$ cat src/rtl/uart_tx_serializer_pkg.sv
// Shared types for the UART transmit path: FSM state encoding and divider width.
package uart_tx_serializer_pkg;

  localparam int DIV_W = 16;

  typedef enum logic [1:0] {
    ST_IDLE  = 2'd0,
    ST_START = 2'd1,
    ST_DATA  = 2'd2,
    ST_STOP  = 2'd3
  } tx_state_e;

endpackage

$ cat src/rtl/uart_baud_counter.sv
// Bit-period counter: counts 0..divider and strobes bit_done_o on the last cycle of each bit.
module uart_baud_counter
  import uart_tx_serializer_pkg::*;
(
  input  logic             clock,
  input  logic             reset_n,
  input  logic             clear_i,
  input  logic [DIV_W-1:0] divider_i,
  output logic             bit_done_o
);

  logic [DIV_W-1:0] cnt_q, cnt_d;

  assign bit_done_o = (cnt_q == divider_i);

  always_comb begin
    cnt_d = cnt_q + DIV_W'(1);
    if (clear_i || bit_done_o) cnt_d = '0;
  end

  always_ff @(posedge clock or negedge reset_n) begin
    if (!reset_n) cnt_q <= '0;
    else          cnt_q <= cnt_d;
  end

endmodule

$ cat src/rtl/uart_tx_serializer.sv
// Transmit-only UART: start bit, WIDTH data bits LSB-first, stop bit, run-time bit period.
module uart_tx_serializer
  import uart_tx_serializer_pkg::*;
#(
  parameter int WIDTH = 8
) (
  input  logic             clock,
  input  logic             reset_n,
  input  logic [DIV_W-1:0] clock_divider,
  input  logic [WIDTH-1:0] data_in,
  input  logic             write_en,
  output logic             data_ready,
  output logic             tx
);

  localparam int IDX_W = (WIDTH > 1) ? $clog2(WIDTH) : 1;

  tx_state_e        state_q, state_d;
  logic [WIDTH-1:0] shift_q, shift_d;
  logic [IDX_W-1:0] idx_q, idx_d;
  logic [DIV_W-1:0] div_q, div_d;
  logic             tx_q, tx_d;
  logic             rdy_q, rdy_d;
  logic             bit_done;

  // Counter is held at zero while idle so the start bit gets a full period.
  uart_baud_counter u_baud (
    .clock      (clock),
    .reset_n    (reset_n),
    .clear_i    (state_q == ST_IDLE),
    .divider_i  (div_q),
    .bit_done_o (bit_done)
  );

  // Outputs are computed from the next state so tx/data_ready come straight from flops.
  always_comb begin
    state_d = state_q;
    shift_d = shift_q;
    idx_d   = idx_q;
    div_d   = div_q;
    tx_d    = tx_q;
    rdy_d   = rdy_q;
    unique case (state_q)
      ST_IDLE: begin
        tx_d  = 1'b1;
        rdy_d = 1'b1;
        if (write_en) begin
          shift_d = data_in;
          div_d   = clock_divider;
          idx_d   = '0;
          state_d = ST_START;
          tx_d    = 1'b0;
          rdy_d   = 1'b0;
        end
      end
      ST_START: begin
        if (bit_done) begin
          state_d = ST_DATA;
          idx_d   = '0;
          tx_d    = shift_q[0];
        end
      end
      ST_DATA: begin
        if (bit_done) begin
          shift_d = shift_q >> 1;
          if (idx_q == IDX_W'(WIDTH - 1)) begin
            state_d = ST_STOP;
            tx_d    = 1'b1;
          end else begin
            idx_d = idx_q + IDX_W'(1);
            tx_d  = shift_d[0];
          end
        end
      end
      ST_STOP: begin
        if (bit_done) begin
          state_d = ST_IDLE;
          tx_d    = 1'b1;
          rdy_d   = 1'b1;
        end
      end
      default: begin
        state_d = ST_IDLE;
        tx_d    = 1'b1;
        rdy_d   = 1'b1;
      end
    endcase
  end

  always_ff @(posedge clock or negedge reset_n) begin
    if (!reset_n) begin
      state_q <= ST_IDLE;
      shift_q <= '0;
      idx_q   <= '0;
      div_q   <= '0;
      tx_q    <= 1'b1;
      rdy_q   <= 1'b1;
    end else begin
      state_q <= state_d;
      shift_q <= shift_d;
      idx_q   <= idx_d;
      div_q   <= div_d;
      tx_q    <= tx_d;
      rdy_q   <= rdy_d;
    end
  end

  assign tx         = tx_q;
  assign data_ready = rdy_q;

endmodule

$ cat config.mk
export PLATFORM = sky130hd
export DESIGN_NAME = uart_tx_serializer
export DESIGN_NICKNAME = d
export VERILOG_FILES = /design/src/rtl/uart_tx_serializer_pkg.sv /design/src/rtl/uart_baud_counter.sv /design/src/rtl/uart_tx_serializer.sv
export SDC_FILE = /design/constraint.sdc
export NUM_CORES = 1
export LEC_CHECK = 0
export BUFFER_PORTS_ARGS = -buffer_cell sky130_fd_sc_hd__buf_4
export CAP_MARGIN = 20
export CORE_MARGIN = 2
export CORE_UTILIZATION = 55
export DETAILED_ROUTE_END_ITERATION = 10
export PLACE_DENSITY_LB_ADDON = 0.3
export SYNTH_ARGS = -nofsm -noshare
export SYNTH_HDL_FRONTEND = slang
export SYNTH_HIERARCHICAL = 1
export SYNTH_SLANG_ARGS = --single-unit
export TNS_END_PERCENT = 10
$ cat constraint.sdc
create_clock -name clock -period 2.9 [get_ports clock]
set_clock_uncertainty 0.1 [all_clocks]
set_input_delay 0.435 -clock clock [delete_from_list [all_inputs] [get_ports clock]]
set_output_delay 0.435 -clock clock [all_outputs]
set_load 0.005 [all_outputs]
# Word-level counts from Yosys, hierarchy flattened
# Index checks and enable logic that the tools add are counted.
# word_totals
ff_bits,47
input_bits,27
word_cells,53
# op_classes
muxes,22
eq_ne,11
reduce_logical,11
n_addsub,2
# op_table
cell,count
"16-bit by 1-bit adder with 16-bit output, second input constant",1
16-bit equality test,1
16-bit two-way mux,1
8-bit two-way mux,2
8-bit case mux with 2 select lines,1
3-bit two-way mux,4
2-bit two-way mux,5
5-bit AND reduction,2
3-bit case mux with 3 select lines,1
2-bit case mux with 4 select lines,1
"2-bit by 1-bit != test with 1-bit output, second input constant",3
"2-bit != test, second input constant",3
3-bit AND reduction,2
1-bit two-way mux,5
"2-bit equality test, second input constant",2
1-bit case mux with 4 select lines,1
2-bit AND reduction,2
2-bit nonzero test,2
"3-bit by 1-bit adder with 3-bit output, second input constant",1
"3-bit equality test, second input constant",1
3-bit nonzero test,1
"2-bit by 1-bit equality test with 1-bit output, second input constant",1
2-bit logical NOT,1
1-bit case mux with 2 select lines,1
1-bit logical OR,1

# Depth between registers and ports, before layout
# depth
word_depth,4
mapped_depth,7
mapped_depth_nobuf,6

# By module
# The synthesis kept the hierarchy.
# modules_own_cells
mod,cells_per_inst,area_per_inst_um2,instances
uart_tx_serializer,114,1495.2,1
uart_baud_counter,100,982.2,1

# Least setup slack after synthesis
# No wires, ideal clock.
# synth_path
path_kind,register to register
from,register u_baud.cnt_q[5]
to,register shift_q[0]
arrival_time_ns,2.339
required_time_ns,2.675
stages_incl_launch_ff,8
setup_slack_ns,0.336
path_buffers,1
path_cell_list,dfrtp_1 > buf_6 > xnor2_2 > nand4_2 > nor4_1 > and2b_4 > nor3_4 > mux2_2
# synth_via
elab_chain_cells,3
# synth_rtl
element,line_no,source
start: declaration,uart_baud_counter.sv:12,"logic [DIV_W-1:0] cnt_q, cnt_d;"
start signal: assignment,uart_baud_counter.sv:23,else cnt_q <= cnt_d;
16-bit equality test,uart_baud_counter.sv:14,assign bit_done_o = (cnt_q == divider_i);
named net bit_done,uart_tx_serializer.sv:24,logic bit_done;
2-bit by 1-bit != test with 1-bit output (no source line),-,
3-bit AND reduction (no source line),-,
end signal: assignment,uart_tx_serializer.sv:100,shift_q <= shift_d;
end: declaration,uart_tx_serializer.sv:19,"logic [WIDTH-1:0] shift_q, shift_d;"
# The timed path passes the listed nets, and every way through them passes these cells.
# A chain may end at the register's enable or synchronous reset.

# Worst setup path in the final report
# layout_path
from,register u_baud.cnt_q[2]
to,register shift_q[6]
# The elaborated chain is that of the path after synthesis.

==> impl_metrics.toml <==
[run_status]
outcome = "completed"

[routing]
first_pass_iters = 4
wl_per_cell_um = 14.87
drtIter0Drc = 80
drc = 0
ant_nets = 0
drt-total-wl_um = 4431
via_per_inst = 5.560
vias = 1657

[worst_setup_path]
critical_path_required_ps = 3000
reg2reg_depth = 6
worst_ep_arrival_time_ps = 2590
startpoint_type = "flop"
r2r_slack_ps = 400
path_class = "flop to flop"
crit_chain = "xnor2_1 -> nand4_1 -> nor4_1 -> and2b_4 -> nor3_4 -> mux2_2"
critical_path.top_delay_family = "simple AND/OR/NAND/NOR gates"
critPathSlowestCell = "dfrtp_1"
reg2reg_from = "u_baud/cnt_q[2]$_DFF_PN0_"
critical_path.max_fanout = 8
crit_path_end_kind = "flop"
path_buf_inv = 0
critPathMaxStageDelay_ps = 450
r2r-end = "shift_q[6]$_DFFE_PN0P_"

[clock_network]
cts_setup_buffers = 0
ctsResizeCount = 0
cts_hold_buf = 0
cts_max_path_buffers = 2
cts_made_buffers = 5
clock-sinks = 47
cts_root_buffer = "clkbuf_8"
cts_tree = "built"
clk_latency_ps = 300
path_clk_slew_ps = 90
htreeDepth = 2

[yosys]
syn_area_per_cell_um2 = 11.58
netlist_instances = 214
ys_seq_area_frac = 0.4758
synthTopCellsByCount = "dfrtp_1 (45), mux2_2 (32), xnor2_1 (21), nor2_1 (17)"
yosysWarnings = 6
netlist-cell-type-count = 41
async_reset_ff_frac = 1.000
yosysMostFrequentCell = "dfrtp_1"
ys_ff_latch = 47
synth_edf_count = 0
ys_top_cells_by_area = "dfrtp_1 (45%), mux2_2 (15%), xnor2_1 (7.4%)"
syn_area_mm2 = 0.002477
syn_nets = 248
synthFlopType = "dfrtp_1"
yosys.area.top_type = "dfrtp_1"
synth_top_area_frac = 0.4545

[power]
powerDensity_mw_per_mm2 = 913.8
ir_drop_uv = 548.2
p_leak_uw = 0.001214
total_power_uw = 2555

[sta]
slew_viol_final = 0
finalCritPeriodShare = 0.8611
setup_viol = 0
max_freq_mhz = 400.5
fin_tns_setup_ps = 0
hold_violations = 0
slew_headroom = 0.3935
grt_setup_unrepaired = "false"
worst_pin_slew_ps = 906.6
min_period_ps = 2497

[hold_path]
hold_class = "primary input to asynchronous set/reset pin"

[floorplan]
io_pins = 29
fp.dieArea_mm2 = 0.005057
fp-row-count = 24
die_y_um = 71.12
initial_core_util = 0.5690
coreArea_mm2 = 0.004354
die_x_um = 71.12

[layout]
layout-drive-gt1-share = 0.3252
syn_to_final_growth_pct = 12.88
fin_nets = 279
diodes = 0

[placement]
place_congestion = 0.8053
io_buffers = 28
dp_hpwl_um = 3110

[grt]
grt_pass1_wl_um = 7693
grt_use_total = 0.1956
grt_max_degree = 48
antenna_found_initial = 0
grt_pass1_vias = 1721
grt_remaining_overflow = 0

[flow_run]
cap_violations = 0
-- cell type report --
| type | instances | area [um2] |
|---|---|---|
| Fill cell | 345 | 1558 |
| Multi-Input combinational cell | 154 | 1217 |
| Timing Repair Buffer | 30 | 225.2 |
| Sequential cell | 47 | 1179 |
| Inverter | 7 | 26.28 |
| Clock inverter | 3 | 15.01 |
| Tap cell | 52 | 65.06 |
| Clock buffer | 5 | 68.82 |
-- layer usage --
layer	routed length (um)	share of wire	vias to the layer above	GRT usage
met3	137	0.031	6	0.04131
li1	-	-	822	-
met5	0	0	-	0
met1	2066	0.47	800	0.2575
met4	76	0.017	0	0.08595
met2	2150	0.49	29	0.3136
-- flip-flops by register name, summed over array words and instances, names as in the netlist --
signal / count
u_baud/cnt_q: 16
data_ready: 1
tx: 1
state_q: 2
shift_q: 8
div_q: 16
idx_q: 3
-- where the power goes --
group | internal, uW | switching [uW]
Clock | 165 | 225
Combinational | 583 | 488
Sequential | 916 | 179
-- through the flow --
| step | area [um2] | util | worst slack, ps | hold slack (ps) | cells |
|---|---|---|---|---|---|
| floorplan | 2477 | - | 335.9 | 39.41 | 214 |
| global placement | 2713 | 0.6230 | 447.5 | 381.5 | 290 |
| detailed placement | 2713 | 0.6230 | 411.3 | 384.0 | 290 |
| CTS | 2796 | 0.6422 | 399.2 | 48.43 | 298 |
| global route | 2796 | 0.6422 | 255.9 | 75.33 | 298 |
| finish | 2796 | 0.6422 | 402.9 | 19.44 | 298 |
-- cell usage in the layout, fill, tap and decap left out, types with 2 or more instances in the layout --
cell type / count
a31oi_1: 3
buf_4: 30
clkinv_2: 3
dfstp_2: 2
nor4b_1: 2
inv_1: 7
dfrtp_1: 45
nor2_1: 17
clkbuf_8: 5
nor3_1: 5
nand3_1: 8
ha_1: 7
a21oi_1: 6
nand4_1: 8
nand2_1: 7
o21ai_0: 8
mux2_2: 32
nor4_1: 3
xnor2_1: 21
xor2_1: 5
-- worst max-delay path by stage --
stage | start | end | slack, ps | cells after the start
after floorplan | u_baud/cnt_q[5]$_DFF_PN0_ | shift_q[0]$_DFFE_PN0P_ | 340 | 7
after global placement | u_baud/cnt_q[6]$_DFF_PN0_ | shift_q[3]$_DFFE_PN0P_ | 450 | 6
after detailed placement | u_baud/cnt_q[2]$_DFF_PN0_ | shift_q[2]$_DFFE_PN0P_ | 410 | 6
after CTS | u_baud/cnt_q[2]$_DFF_PN0_ | shift_q[6]$_DFFE_PN0P_ | 400 | 6
after global routing | u_baud/cnt_q[2]$_DFF_PN0_ | shift_q[6]$_DFFE_PN0P_ | 260 | 6
final | u_baud/cnt_q[2]$_DFF_PN0_ | shift_q[6]$_DFFE_PN0P_ | 400 | 6
-- cell families (layout without fill, tap and decap cells) --
family          count (synthesis)  in the layout  synth area share
simple gates                   64             64            0.1460
flops                          47             47            0.4758
mux                            32             32            0.1455
xor+xnor                       27             27           0.09849
compound gates                 24             24           0.06617
buf+inv                        13             45           0.03283
fa+ha+maj                       7              7           0.03535
No activity file was read; power rests on OpenSTA's default activity.
